File: config.mk
export PLATFORM = sky130hd
export DESIGN_NAME = pci_bus_arbiter
export DESIGN_NICKNAME = d
export VERILOG_FILES = /design/src/rtl/pci_arb_pkg.sv /design/src/rtl/pci_rr_picker.sv /design/src/rtl/pci_bus_arbiter.sv
export SDC_FILE = /design/constraint.sdc
export NUM_CORES = 1
export LEC_CHECK = 0
export BUFFER_PORTS_ARGS = -buffer_cell sky130_fd_sc_hd__buf_4
export CORE_MARGIN = 5
export CORE_UTILIZATION = 45
export CTS_CLUSTER_DIAMETER = 60
export DETAILED_ROUTE_END_ITERATION = 12
export PLACE_DENSITY_LB_ADDON = 0.08
export SLEW_MARGIN = 20
export SYNTH_ARGS = -nofsm -noshare
export SYNTH_HDL_FRONTEND = slang
export SYNTH_SLANG_ARGS = --single-unit
File: constraint.sdc
create_clock -name clk -period 5 [get_ports clk]
set_input_delay 0.5 -clock clk [delete_from_list [all_inputs] [get_ports clk]]
set_output_delay 0.5 -clock clk [all_outputs]
set_load 0.005 [all_outputs]
File: src/rtl/pci_arb_pkg.sv
// Shared types and helpers for the PCI bus arbiter: FSM state encoding,
// default parameter values and the round-robin selection function.
package pci_arb_pkg;

  localparam int unsigned MAX_MASTERS       = 8;
  localparam int unsigned DEF_N_MASTERS     = 4;
  localparam int unsigned DEF_GRANT_TIMEOUT = 16;
  localparam bit          DEF_PARK_EN       = 1'b1;
  localparam int unsigned DEF_PARK_IDX      = 0;

  typedef enum logic [1:0] {
    ST_IDLE,
    ST_GRANT,
    ST_BUSY,
    ST_GAP
  } arb_state_e;

  // First requesting index strictly after 'last', wrapping at n-1 -> 0.
  function automatic logic [2:0] rr_next(input logic [2:0]             last,
                                         input logic [MAX_MASTERS-1:0] req_mask,
                                         input int unsigned            n);
    logic [2:0]  pick;
    logic        found;
    int unsigned cand;
    pick  = '0;
    found = 1'b0;
    for (int unsigned k = 1; k <= MAX_MASTERS; k++) begin
      cand = (32'(last) + k) % n;
      if (k <= n && !found && req_mask[cand[2:0]]) begin
        pick  = cand[2:0];
        found = 1'b1;
      end
    end
    return pick;
  endfunction

endpackage

File: src/rtl/pci_rr_picker.sv
// Combinational round-robin picker: chooses the next master to grant
// from the active-high request mask and the previous bus owner.
module pci_rr_picker
  import pci_arb_pkg::*;
#(
  parameter int unsigned N_MASTERS = DEF_N_MASTERS
) (
  input  logic [N_MASTERS-1:0]         req,
  input  logic [$clog2(N_MASTERS)-1:0] last_owner,
  output logic [$clog2(N_MASTERS)-1:0] winner,
  output logic                         any_req
);

  localparam int unsigned IW = $clog2(N_MASTERS);

  logic [2:0] pick;

  always_comb begin
    pick    = rr_next(3'(last_owner), 8'(req), N_MASTERS);
    winner  = pick[IW-1:0];
    any_req = |req;
  end

endmodule

File: src/rtl/pci_bus_arbiter.sv
// Central PCI bus arbiter: fair round-robin grant with bus parking,
// grant timeout for idle masters and a forced turnaround between owners.
module pci_bus_arbiter
  import pci_arb_pkg::*;
#(
  parameter int unsigned N_MASTERS     = DEF_N_MASTERS,
  parameter int unsigned GRANT_TIMEOUT = DEF_GRANT_TIMEOUT,
  parameter bit          PARK_EN       = DEF_PARK_EN,
  parameter int unsigned PARK_IDX      = DEF_PARK_IDX
) (
  input  logic                         clk,
  input  logic                         reset_,
  input  logic [N_MASTERS-1:0]         REQ_,
  input  logic                         FRAME_,
  input  logic                         IRDY_,
  output logic [N_MASTERS-1:0]         GNT_,
  output logic [$clog2(N_MASTERS)-1:0] gnt_idx,
  output logic                         gnt_valid,
  output logic                         timeout
);

  localparam int unsigned          IW       = $clog2(N_MASTERS);
  localparam int unsigned          CW       = (GRANT_TIMEOUT > 1) ? $clog2(GRANT_TIMEOUT) : 1;
  localparam logic [CW-1:0]        CNT_MAX  = CW'(GRANT_TIMEOUT - 1);
  localparam logic [IW-1:0]        PARK     = IW'(PARK_IDX);
  localparam logic [IW-1:0]        LAST_RST = IW'(N_MASTERS - 1);
  localparam logic [N_MASTERS-1:0] ONE      = N_MASTERS'(1);

  arb_state_e           state_q, state_d;
  logic [N_MASTERS-1:0] req, own_mask, gnt_d;
  logic [IW-1:0]        winner, idx_d, last_q, last_d;
  logic [CW-1:0]        cnt_q, cnt_d;
  logic                 any_req, other_req, bus_idle, parked, valid_d, timeout_d;

  assign req       = ~REQ_;
  assign bus_idle  = FRAME_ & IRDY_;
  assign own_mask  = ONE << gnt_idx;
  assign other_req = |(req & ~own_mask);
  assign parked    = (state_q == ST_IDLE) && !GNT_[PARK];

  pci_rr_picker #(.N_MASTERS(N_MASTERS)) u_picker (
    .req        (req),
    .last_owner (last_q),
    .winner     (winner),
    .any_req    (any_req)
  );

  always_comb begin
    state_d   = state_q;
    gnt_d     = GNT_;
    idx_d     = gnt_idx;
    last_d    = last_q;
    cnt_d     = cnt_q;
    timeout_d = 1'b0;
    unique case (state_q)
      // GAP takes the IDLE decision on its exit edge, so a pending request
      // is granted right after the single all-high turnaround cycle.
      ST_IDLE, ST_GAP: begin
        if (any_req && !(parked && winner != PARK)) begin
          state_d = ST_GRANT;
          gnt_d   = ~(ONE << winner);
          idx_d   = winner;
          cnt_d   = '0;
        end else if (any_req) begin
          state_d = ST_GAP;
          gnt_d   = '1;
        end else begin
          state_d = ST_IDLE;
          gnt_d   = PARK_EN ? ~(ONE << PARK) : '1;
        end
      end
      ST_GRANT: begin
        if (!FRAME_) begin
          state_d = ST_BUSY;
          last_d  = gnt_idx;
        end else if (!req[gnt_idx]) begin
          state_d = ST_GAP;
          gnt_d   = '1;
        end else if (cnt_q == CNT_MAX) begin
          state_d   = ST_GAP;
          gnt_d     = '1;
          timeout_d = 1'b1;
          last_d    = gnt_idx;
        end else begin
          cnt_d = cnt_q + 1'b1;
        end
      end
      ST_BUSY: begin
        if (bus_idle) begin
          if (other_req || !req[gnt_idx]) begin
            state_d = ST_GAP;
            gnt_d   = '1;
          end else begin
            state_d = ST_GRANT;
            gnt_d   = ~own_mask;
            cnt_d   = '0;
          end
        end else begin
          gnt_d = other_req ? '1 : ~own_mask;
        end
      end
      default: begin
        state_d = ST_IDLE;
        gnt_d   = '1;
      end
    endcase
    valid_d = (state_d == ST_GRANT) || (state_d == ST_BUSY);
  end

  always_ff @(posedge clk or negedge reset_) begin
    if (!reset_) begin
      state_q   <= ST_IDLE;
      GNT_      <= '1;
      gnt_idx   <= '0;
      gnt_valid <= 1'b0;
      timeout   <= 1'b0;
      last_q    <= LAST_RST;
      cnt_q     <= '0;
    end else begin
      state_q   <= state_d;
      GNT_      <= gnt_d;
      gnt_idx   <= idx_d;
      gnt_valid <= valid_d;
      timeout   <= timeout_d;
      last_q    <= last_d;
      cnt_q     <= cnt_d;
    end
  end

endmodule
## After elaboration in Yosys (flattened, before gate mapping)

Cells that the tools add are included.

| cells by class | value |
|---|---|
| add/subtract/negate cells | 5 |
| $lt $le $gt $ge | 5 |
| eq/ne operators | 15 |
| shift operators | 2 |
| mux-type cells | 48 |
| bitwise gates (word level) | 5 |
| reduce and logical (&&, ||, !) cells | 23 |

Operators with widths:

| cell | number |
|---|---|
| $mux W4 | 13 |
| $mux W2 | 14 |
| $pmux W4 S3 | 2 |
| $lt A2 B4 Y1 const B | 4 |
| $mux W1 | 13 |
| $ne A2 B2 Y1 const B | 6 |
| $not A4 Y4 | 3 |
| $bmux W1 S2 | 5 |
| $reduce_or A4 Y1 | 2 |
| $shl A1 B2 Y4 const A | 2 |
| $eq A2 B2 Y1 const B | 3 |
| $logic_and A1 B1 Y1 | 6 |
| $logic_not A1 Y1 | 6 |
| $pmux W2 S3 | 1 |
| $reduce_and A6 Y1 | 1 |
| $add A2 B1 Y2 const B | 2 |
| $add A2 B2 Y2 const B | 2 |
| $add A4 B1 Y4 const B | 1 |
| $and A4 B4 Y4 | 1 |
| $eq A2 B1 Y1 const B | 2 |
| $eq A4 B4 Y1 const B | 1 |
| $ne A2 B1 Y1 const B | 2 |
| $reduce_and A2 Y1 | 2 |
| $lt A2 B3 Y1 const B | 1 |
| 7 further kinds | 8 |

| word-level totals | value |
|---|---|
| register bits after elaboration | 16 |
| bits of input ports | 8 |
| output and inout port bits | 8 |
| logic and storage cells | 110 |

## Depth between registers and ports, before layout

Gate-level depths: netlist of run 1.

| logic depth | value |
|---|---|
| word-level depth | 21 |
| mapped depth | 8 |

## By module

Synthesis of run 1 repeated with hierarchy kept, for this count alone.

| second synthesis, totals | value |
|---|---|
| cell total of the unflattened synthesis | 139 |
| area total of the unflattened synthesis | 1197.4 sq um |

By module, submodules not included:

| module | times used | cells an instance | area an instance (sq um) |
|---|---|---|---|
| pci_bus_arbiter | 1 | 125 | 1116.1 |
| pci_rr_picker | 1 | 14 | 81.3 |

## Worst setup path before layout of run 1

OpenSTA, ideal clock, no wires.

| path | value |
|---|---|
| kind | input-to-reg |
| start point | input REQ_[0] |
| end point | register cnt_q[3] |
| library setup time | 0.065 ns |
| arrival time | 2.163 ns |
| required time | 4.935 ns |
| setup slack | 2.772 ns |
| cell stages on the path | 7 |
| cell sequence | buf_6 -> mux4_2 -> or3b_4 -> or3_4 -> nor3b_2 -> mux2i_1 -> nand2_1 |

| on the way | value |
|---|---|
| word-level cells in the longest chain between the ends | 19 |
| elaborated cells between the ends (all ways) | 37 |

RTL lines:

| what | line | RTL |
|---|---|---|
| start, declared | pci_bus_arbiter.sv:13 | `input logic [N_MASTERS-1:0] REQ_,` |
| $not A4 Y4 * | pci_bus_arbiter.sv:35 | `assign req = ~REQ_;` |
| $bmux W1 S2 | pci_arb_pkg.sv:29 | `if (k <= n && !found && req_mask[cand[2:0]]) begin` |
| $mux W1 (not written as such) | pci_arb_pkg.sv:29 |  |
| $mux W1 | pci_arb_pkg.sv:29 |  |
| $logic_not A1 Y1 | pci_arb_pkg.sv:29 |  |
| $logic_and A1 B1 Y1 | pci_arb_pkg.sv:29 |  |
| $mux W1 | pci_arb_pkg.sv:29 |  |
| $logic_not A1 Y1 | pci_arb_pkg.sv:29 |  |
| (+3 left out) | - |  |
| $logic_and A1 B1 Y1 | pci_arb_pkg.sv:29 |  |
| $mux W2 | pci_arb_pkg.sv:29 |  |
| $reduce_bool A2 Y1 | pci_bus_arbiter.sv:59 | `if (any_req && !(parked && winner != PARK)) begin` |
| $logic_and A1 B1 Y1 | pci_bus_arbiter.sv:59 |  |
| $logic_not A1 Y1 | pci_bus_arbiter.sv:59 |  |
| $logic_and A1 B1 Y1 | pci_bus_arbiter.sv:59 |  |
| $ne A2 B2 Y1 (no line) | - |  |
| $reduce_and A6 Y1 (no line) * | - |  |
| end signal, assigned | pci_bus_arbiter.sv:126 | `cnt_q <= cnt_d;` |
| end, declared | pci_bus_arbiter.sv:32 | `logic [CW-1:0] cnt_q, cnt_d;` |

Mark *: on every way between the ends. The rest lies on a longest branch, timed or not. The select of a mux whose other input is x is not followed.
A chain may end at the register's enable or synchronous reset.

## Worst setup path after layout of run 1

| path | value |
|---|---|
| start point | register gnt_idx[0] |
| end point | register cnt_q[3] |

| on the way | value |
|---|---|
| word-level cells in the longest chain between the ends | 7 |
| elaborated cells between the ends (all ways) | 11 |

RTL lines:

| what | line | RTL |
|---|---|---|
| start, declared | pci_bus_arbiter.sv:17 | `output logic [$clog2(N_MASTERS)-1:0] gnt_idx,` |
| start signal, assigned | pci_bus_arbiter.sv:122 | `gnt_idx <= idx_d;` |
| $shl A1 B2 Y4 | pci_bus_arbiter.sv:37 | `assign own_mask = ONE << gnt_idx;` |
| $not A4 Y4 | pci_bus_arbiter.sv:38 | `assign other_req = \|(req & ~own_mask);` |
| $and A4 B4 Y4 | pci_bus_arbiter.sv:38 |  |
| $reduce_or A4 Y1 | pci_bus_arbiter.sv:38 |  |
| $logic_or A1 B1 Y1 | pci_bus_arbiter.sv:90 | `if (other_req \|\| !req[gnt_idx]) begin` |
| $ne A2 B2 Y1 (no line) | - |  |
| $reduce_and A6 Y1 (no line) * | - |  |

Marked as above.

==> results of run 1 <==
[layout make-up]
class                      count  area [um2]
clock buffer                   4        36.3
fill                         272        1310
inverter                      11        41.3
multi-input combinational    111         741
sequential                    16         408
tap                           31        38.8
timing repair buffer          15         113
[per-layer routing]
layer	vias to the layer above	global-route usage (%)	wire length, um
li1	558	-	-
met1	519	21.9	1320
met2	36	22.3	1240
met3	4	3.96	208
met5	-	0	0
met4	0	3.98	37
[path summary, 6_finish.rpt]
kind                                 end  depth (start not counted)
worst max-delay path            cnt_q[3]                          6
worst min-delay path             timeout                          1
worst max register to register  cnt_q[3]                          6
worst min register to register   GNT_[2]                          2
max in group asynchronous        GNT_[2]                          1
min in group clk                 GNT_[2]                          2
[cell usage after synthesis (all sizes together), types with 2 or more instances]
| cell type | n |
|---|---|
| a21oi | 8 |
| mux2i | 2 |
| clkbuf | 6 |
| dfstp | 6 |
| inv | 11 |
| dfrtp | 10 |
| nand4b | 3 |
| nand2 | 22 |
| o21a | 4 |
| nand2b | 2 |
| o22ai | 2 |
| o21ai | 12 |
| mux2 | 3 |
| nand3 | 7 |
| or3 | 3 |
| buf | 3 |
| ha | 4 |
| nor2 | 11 |
| a311oi | 2 |
| a32o | 4 |
[flip-flops by register name (all words and copies together) (netlist names)]
name,count
GNT_,4
cnt_q,4
gnt_idx,2
last_q,2
state_q,2
gnt_valid,1
timeout,1
[worst max-delay path, stage by stage, from the launching register on]
cell	delay, ps
dfrtp_1	630
mux4_2	640
or3b_4	410
or3_4	380
nor3b_2	160
mux2i_1	90
nand2_1	70
[logic make-up (layout without fill, tap and decap cells)]
family          count (synthesis)  in the layout
mux                             6              6
fa+ha+maj                       4              4
compound gates                 44             44
flops                          16             16
buf+inv                        20             30
simple gates                   57             57
[power by group]
group | internal [mW] | total [mW] | switching, mW
Combinational | 0.223 | 0.477 | 0.254
Clock | 0.0443 | 0.0874 | 0.0431
Sequential | 0.202 | 0.272 | 0.0699
Total | 0.469 | 0.836 | 0.367
[metrics by stage]
| stage | hold WS (ps) | std cells |
|---|---|---|
| 2_1_floorplan | 204 | 147 |
| 3_3_place_gp | 372 | 184 |
| 3_5_place_dp | 376 | 184 |
| 4_1_cts | 46.0 | 188 |
| 5_1_grt | 35.0 | 188 |
| 6_report | 41.0 | 188 |
==> run_results.csv, run 1 <==
group,metric,value,unit
clock_network,cts.sink_count,16,
global_routing,antenna_found_initial,0,
detailed_routing,drtPass1Iterations,4,
detailed_routing,drc_errors,0,
detailed_routing,drtIter0Drc,46,
die,die-area,3910,um2
detailed_routing,drt-total-wl,2810,um
timing,max_clock_freq,410,MHz
synth,ys_ff_latch,16,
layout,diodes,0,
die,rows,19,
synth,syn_area,1240,um2
synth,async_reset_ff_share,100,%
critical_path,startpoint,"gnt_idx[0]",
clock_network,clk_pin_slew,110,ps
clock_network,clockRootBuffer,"clkbuf_4",
global_routing,gr-usage-all-layers,15.2,%
critical_path,cp-start-kind,"flip-flop",
clock_network,cts_max_path_buffers,2,
power_and_ir_drop,power_density,607,nW/um2
clock_network,hold_buffers,0,
clock_network,post_cts_buffers,0,
synth,seq_area_frac_synth,32.9,%
placement,dpl_cell_area,1340,um2
timing,max_slew_margin,71.5,%
placement,place_congestion,0.865,
power_and_ir_drop,p_leak,0.589,nW
run_status,status,"finished, final reports clean",
synth,yosysTopAreaCellShare,20.2,%
layout,final_common_cell,"nand2_1",
placement,io_buffers,15,
critical_path,arrival,2660,ps
synth,yosys.area.top_type,"dfrtp_1",
timing,finalCritPeriodShare,48.8,%
timing,fin_setup_tns,0,ps
clock_network,clkLatencyLatePin,290,ps
layout,drive_gt1_share,22.9,%
detailed_routing,vias_per_cell,5.94,
timing,setup_viol,0,
synth,synth-simple-area-share,23.5,%
synth,synth-adder-area-share,4.04,%
global_routing,grt_max_degree,17,
die,io_pins,16,
synth,synth.area.mux_share,6.16,%
timing,rsz0062_at_grt,"no",
die,start_util,46.2,%
synth,synth_area_leaders,"dfrtp_1 20%, dfstp_2 13%, nand2_1 6.7%",
critical_path,worstSetupPathType,"reg -> reg",
synth,synth_cells,147,
global_routing,grt_first_pass_wirelength,4910,um
synth,synth_xor_area_share,0,%
hold_path,hp-class,"in -> async",
critical_path,worstPathRequired,5220,ps
detailed_routing,ant_nets,0,
synth,synth_nets,159,
timing,period_minus_slack,2440,ps
synth,yosysWarnings,0,
clock_network,cts_made_buffers,3,
clock_network,cts_resized,0,
placement,place_ws,2610,ps
synth,synth_compound_area_share,26.0,%
detailed_routing,wl_per_cell,14.9,um
synth,ys.flop_type,"dfrtp_1",
die,fp.dieH,62.5,um
placement,dp.final_hpwl,2120,um
power_and_ir_drop,vdd_drop_max,390,uV
timing,worstMarginPinSlew,422,ps
timing,slew_viol_final,0,
layout,fin_area,1380,um2
synth,synth_top_family_by_area,"compound AO/OA/AOI/OAI gates",
layout,area_delta_synth_final,11.1,%
clock_network,cts_max_level,1,
synth,synth_edf_count,0,
timing,skew,17.2,ps
layout,fin_util,51.3,%
timing,setup_ws,2560,ps
layout,finalNetCount,170,
critical_path,endpoint_kind,"flip-flop",
clock_network,cts_tree,"built",
detailed_routing,vias,1117,
synth,synth_cell_types,44,
synth,syn_area_per_cell,8.43,um2
critical_path,reg2reg_slack,2560,ps
global_routing,first_global_vias,1052,
timing,hold_violations,0,
layout,final_cell_mix,"22 x nand2_1, 15 x buf_4, 12 x o21ai_0",
job,drv_cap,0,
critical_path,worstPathMaxFanout,15,
die,die_x,62.5,um
global_routing,grt_overflow,0,
power_and_ir_drop,finalPower,0.836,mW
die,coreArea,2690,um2
critical_path,worstReg2RegStart,"gnt_idx[0]",
Note: power is estimated with default switching activity, not from simulation.
==> run 2, diff against run 1 <==
--- a/config.mk
+++ b/config.mk
@@ -5,6 +5,7 @@
 export SDC_FILE = /design/constraint.sdc
 export NUM_CORES = 1
 export LEC_CHECK = 0
+export ABC_AREA = 1
 export BUFFER_PORTS_ARGS = -buffer_cell sky130_fd_sc_hd__buf_4
 export CORE_MARGIN = 5
 export CORE_UTILIZATION = 45
==> constraint.sdc (replaced) <==
create_clock -name clk -period 2.52 [get_ports clk]
set_input_delay 0.252 -clock clk [delete_from_list [all_inputs] [get_ports clk]]
set_output_delay 0.252 -clock clk [all_outputs]
set_load 0.005 [all_outputs]
==> run 2 against run 1 <==
  * Flip-flop and latch count unchanged
  * Utilization up 0.47 points
  * Non-clock buffer count increased by 1
  * Highest routed layer unchanged
  * Via count grew 21%
  * Largest cell class unchanged
==> run_results.csv, run 2 <==
group,metric,value,unit
timing,setup_viol,0,
layout,diodes,0,
die,start_util,46.0,%
die,fp.dieH,65.4,um
timing,worstMarginPinSlew,510,ps
placement,io_buffers,15,
power_and_ir_drop,p_leak,0.847,nW
timing,max_clock_freq,488,MHz
critical_path,worstPathMaxFanout,11,
job,drv_cap,0,
die,die_x,65.4,um
synth,synth_area_leaders,"nand2_1 20%, dfrtp_1 18%, dfstp_2 11%",
global_routing,grt_max_degree,17,
synth,ys.flop_type,"dfrtp_1",
placement,place_congestion,0.880,
synth,seq_area_frac_synth,29.6,%
placement,dp_cells,257,
clock_network,clockRootBuffer,"clkbuf_4",
global_routing,antenna_found_initial,0,
critical_path,cp_common_cell,"nand2_1",
detailed_routing,vias,1357,
placement,dpl_cell_area,1510,um2
run_status,status,"finished, final reports clean",
critical_path,endpoint_kind,"flip-flop",
detailed_routing,drc_errors,0,
critical_path,cp-start-kind,"flip-flop",
layout,stdcell_count,262,
layout,fin_area,1550,um2
synth,synth_top_cells_by_count,"72 x nand2_1, 25 x inv_1, 18 x nand3_1",
critical_path,arrival,2240,ps
detailed_routing,drtPass1Iterations,4,
timing,holdWs,282,ps
critical_path,worstPathCellList,"inv_2, nand2_1, nand2_2, nand2_1, inv_1, a21oi_2, nand2_1, nor2_2, nand3_2, nand2_2, nand2_2, nand2_4, nand2_4, nand2_1, nand2_1",
synth,ys_ff_latch,16,
synth,syn_area,1380,um2
critical_path,cpPeakStageDelay,670,ps
clock_network,cts.sink_count,16,
layout,area_delta_synth_final,12.6,%
timing,slew_viol_final,0,
die,rows,20,
detailed_routing,wl_per_cell,12.3,um
layout,drive_gt1_share,24.0,%
detailed_routing,vias_per_cell,5.18,
layout,final_cell_mix,"72 x nand2_1, 25 x inv_1, 18 x nand3_1",
clock_network,cts_made_buffers,3,
critical_path,worstSetupPathType,"reg -> reg",
die,io_pins,16,
clock_network,cts_max_level,1,
layout,fin_util,51.7,%
synth,synth_nets,224,
power_and_ir_drop,finalPower,2.10,mW
timing,period_minus_slack,2050,ps
power_and_ir_drop,power_density,1350,nW/um2
timing,finalCritPeriodShare,81.3,%
timing,max_slew_margin,65.9,%
synth,async_reset_ff_share,100,%
die,coreArea,3000,um2
synth,yosysWarnings,0,
synth,yosysMostFrequentCell,"nand2_1",
detailed_routing,ant_nets,0,
synth,yosysTopAreaCellShare,19.6,%
global_routing,gr-usage-all-layers,17.1,%
layout,reg_top3,"GNT_ (4), cnt_q (4)",
timing,fin_setup_tns,0,ps
global_routing,grt_overflow,0,
timing,skew,0.665,ps
clock_network,cts_max_path_buffers,2,
global_routing,first_global_vias,1280,
synth,synth_edf_count,0,
layout,finalNetCount,242,
timing,rsz0062_at_grt,"no",
placement,place_ws,482,ps
synth,synth_cells,212,
clock_network,clkLatencyLatePin,290,ps
hold_path,hp-class,"in -> reg",
clock_network,cts_tree,"built",
power_and_ir_drop,vdd_drop_max,629,uV
synth,synth_cell_types,27,
detailed_routing,drt-total-wl,3230,um
timing,setup_ws,472,ps
timing,hold_violations,0,
synth,syn_area_per_cell,6.51,um2
global_routing,grt_first_pass_wirelength,5730,um
clock_network,post_cts_buffers,0,
layout,final_common_cell,"nand2_1",
placement,dp.final_hpwl,2640,um
clock_network,clk_pin_slew,100,ps
critical_path,crit_slowest_cell,"dfstp_2",
synth,yosys.area.top_type,"nand2_1",
critical_path,worstPathRequired,2710,ps
die,die-area,4270,um2
detailed_routing,drtIter0Drc,168,
[run 2: repair_timing]
| item | CTS | global route |
|---|---|---|
| hold endpoints to repair | 10 | 0 |
| hold buffers | 1 | 0 |
| gates resized for setup | 0 | 0 |
[run 2: critical path: cells and delay by family (launching register included)]
kind | cells | cell delay (ps)
AOI/OAI and AO/OA | 1 | 90
buffers and inverters | 2 | 190
DFF | 1 | 670
and+or+nand+nor | 12 | 970
[run 2: final timing paths]
kind / startpoint / end / slack [ps] / cells after the start
worst min register to register: GNT_[2] / GNT_[2] / 470 / 2
worst min-delay path: FRAME_ / timeout / 280 / 3
worst max register to register: last_q[0] / cnt_q[2] / 470 / 15
worst max-delay path: last_q[0] / cnt_q[2] / 470 / 15
max in group asynchronous: reset_ / GNT_[3] / 1920 / 2
min in group asynchronous: reset_ / cnt_q[2] / 340 / 2
[run 2: cell type report]
type                       count  area (um2)
tap                           33        41.3
sequential                    16         408
fill                         312        1450
clock buffer                   4        36.3
multi-input combinational    164         835
inverter                      29         111
timing repair buffer          16         123
[run 2: cell families (layout without fill, tap and decap cells)]
kind of cell	Yosys count	in the layout	synth area share, %
AOI/OAI and AO/OA	27	27	12.3
xor gates and xnor gates	1	1	0.635
adders and majority gates	4	4	3.63
buffers and inverters	32	49	9.97
DFF	16	16	29.6
and+or+nand+nor	132	132	43.9
[run 2: where the power goes]
part | internal, mW | switching [mW]
combinational | 0.498 | 0.890
clock | 0.0881 | 0.0865
sequential | 0.405 | 0.132
[run 2: layer usage]
| metal | GRT usage (%) | up-vias | wire length (um) |
|---|---|---|---|
| li1 | - | 712 | - |
| met1 | 22.4 | 614 | 1530 |
| met2 | 28.7 | 26 | 1520 |
| met3 | 2.56 | 5 | 129 |
| met4 | 5.44 | 0 | 46 |
| met5 | 0 | - | 0 |
==> run 3, diff against run 2 <==
==> constraint.sdc (replaced) <==
create_clock -name clk -period 1.9 [get_ports clk]
set_input_delay 0.19 -clock clk [delete_from_list [all_inputs] [get_ports clk]]
set_output_delay 0.19 -clock clk [all_outputs]
set_load 0.005 [all_outputs]
==> run 3 against run 2 <==
  * Hold slack got worse by 50 ps
  * Non-clock buffer count is 8 higher
  * Via count increased by 4.3%
  * Flip-flop and latch count unchanged
  * Register-to-register slack got worse by 440 ps
  * Sequential power grew 24%
  * Clock-buffer cell count is the same
  * Wire length up 6.5%
  * Critical path type unchanged
==> run_results.csv, run 3 (synthesis results as in run 2) <==
group,metric,value,unit
die,io_pins,16,
die,coreArea,3000,um2
hold_path,hp-class,"in -> reg",
timing,skew,7.77,ps
detailed_routing,vias,1415,
detailed_routing,drt-total-wl,3440,um
detailed_routing,drtPass1Iterations,4,
timing,finalCritPeriodShare,98.4,%
timing,worstMarginPinSlew,537,ps
clock_network,cts_max_path_buffers,2,
layout,finalNetCount,250,
critical_path,worstPathMaxFanout,10,
global_routing,grt_first_pass_wirelength,5710,um
critical_path,cp-start-kind,"flip-flop",
timing,max_clock_freq,535,MHz
die,die-area,4270,um2
die,die_x,65.4,um
timing,slew_viol_final,0,
critical_path,crit_slowest_cell,"dfstp_2",
layout,fin_area,1660,um2
global_routing,gr-usage-all-layers,16.9,%
timing,max_slew_margin,63.8,%
timing,rsz0062_at_grt,"yes",
global_routing,antenna_found_initial,0,
placement,dp_cells,263,
clock_network,cts.sink_count,16,
clock_network,cts_tree,"built",
clock_network,clkLatencyLatePin,300,ps
layout,reg_top3,"GNT_ (4), cnt_q (4)",
placement,place_congestion,0.871,
clock_network,clockRootBuffer,"clkbuf_4",
power_and_ir_drop,p_leak,0.909,nW
placement,dpl_cell_area,1550,um2
timing,period_minus_slack,1870,ps
global_routing,first_global_vias,1307,
clock_network,cts_max_level,1,
layout,diodes,0,
critical_path,worstSetupPathType,"reg -> reg",
global_routing,grt_max_degree,17,
power_and_ir_drop,vdd_drop_max,867,uV
detailed_routing,drc_errors,0,
job,drv_cap,0,
layout,stdcell_count,270,
timing,hold_violations,0,
critical_path,cpPeakStageDelay,590,ps
die,rows,20,
run_status,status,"finished, final reports clean",
critical_path,crit_buf_inv,1,
placement,io_buffers,15,
global_routing,grt_overflow,0,
layout,fin_util,55.1,%
layout,drive_gt1_share,28.7,%
detailed_routing,drtIter0Drc,69,
detailed_routing,ant_nets,0,
power_and_ir_drop,finalPower,3.04,mW
layout,n_fill_cell,288,
detailed_routing,vias_per_cell,5.24,
critical_path,cp_common_cell,"nand2_1",
layout,final_common_cell,"nand2_1",
layout,final_cell_mix,"68 x nand2_1, 25 x inv_1, 21 x buf_4",
clock_network,clk_pin_slew,90,ps
die,start_util,46.0,%
placement,dp.final_hpwl,2750,um
detailed_routing,wl_per_cell,12.7,um
critical_path,worstPathRequired,2090,ps
critical_path,worstPathCellList,"inv_4, nand2_1, nand2_4, nand2_1, nand2_2, nand3_2, nor2_2, nor2_2, nand3_2, nand2_2, nand2_2, nand2_4, nand2_4, nand2_1, nand2_1",
power_and_ir_drop,power_density,1830,nW/um2
die,fp.dieH,65.4,um
critical_path,arrival,2060,ps
critical_path,endpoint_kind,"flip-flop",
layout,area_delta_synth_final,19.9,%
critical_path,crit_family,"simple AND/OR/NAND/NOR gates",
timing,setup_viol,0,
clock_network,cts_made_buffers,3,
run 3: changes by cell type in the layout (fill, tap and decap cells not counted), moves of 2 or more:
| cell | change |
|---|---|
| nand2_4 | +2 |
| nand2_2 | +2 |
| nand3_2 | +2 |
| nand3_1 | -2 |
| buf_4 | +6 |
| nand2_1 | -4 |
run 3: routing by layer:
metal	GRT usage, %	wire (um)
met1	21.7	1590
met2	29.2	1670
met3	2.91	128
met4	4.66	44
met5	0	0
run 3: path summary, 6_finish.rpt:
kind	start	to	slack, ps	depth (start not counted)
setup / recovery	last_q[0]	cnt_q[3]	30	15
hold / removal	FRAME_	timeout	230	3
setup reg to reg	last_q[0]	cnt_q[3]	30	15
hold reg to reg	GNT_[2]	GNT_[2]	470	2
max in group asynchronous	reset_	last_q[1]	1370	2
min in group asynchronous	reset_	gnt_valid	280	2
run 3: per-stage QoR:
| stage | hold WS, ps | setup TNS (ps) | worst slack (ps) |
|---|---|---|---|
| 2_1_floorplan | -106 | 0 | 168 |
| 3_3_place_gp | 58.3 | 0 | 47.3 |
| 3_5_place_dp | 64.9 | 0 | 7.51 |
| 4_1_cts | 230 | 0 | 8.60 |
| 5_1_grt | 273 | -551 | -101 |
| 6_report | 231 | 0 | 30.6 |
run 3: final cells by class:
type,instances,area [um2],share of cell area [%]
Timing Repair Buffer,24,191,11.6
Clock buffer,4,36.3,2.19
Multi-Input combinational cell,164,865,52.2
Sequential cell,16,408,24.6
Tap cell,33,41.3,2.49
Inverter,29,114,6.88
run 3: worst reg2reg max path, delay by kind of cell (launching register included):
family / cells / cell delay, ps
buffers and inverters: 1 / 80
AND/OR/NAND/NOR: 14 / 1090
flip-flops: 1 / 590
run 3: power breakdown:
part	switching (mW)	internal (mW)	total (mW)
clock network	0.120	0.117	0.237
logic	1.32	0.814	2.13
registers	0.130	0.537	0.667
total	1.57	1.47	3.04
run 3: timing repair:
action / CTS / global route
pin swaps: 0 / 3
endpoints found under the setup margin: 1 / 10
setup buffers: 1 / 1
resized for setup: 0 / 11
hold buffers: 1 / 0
hold endpoints to repair: 16 / 0
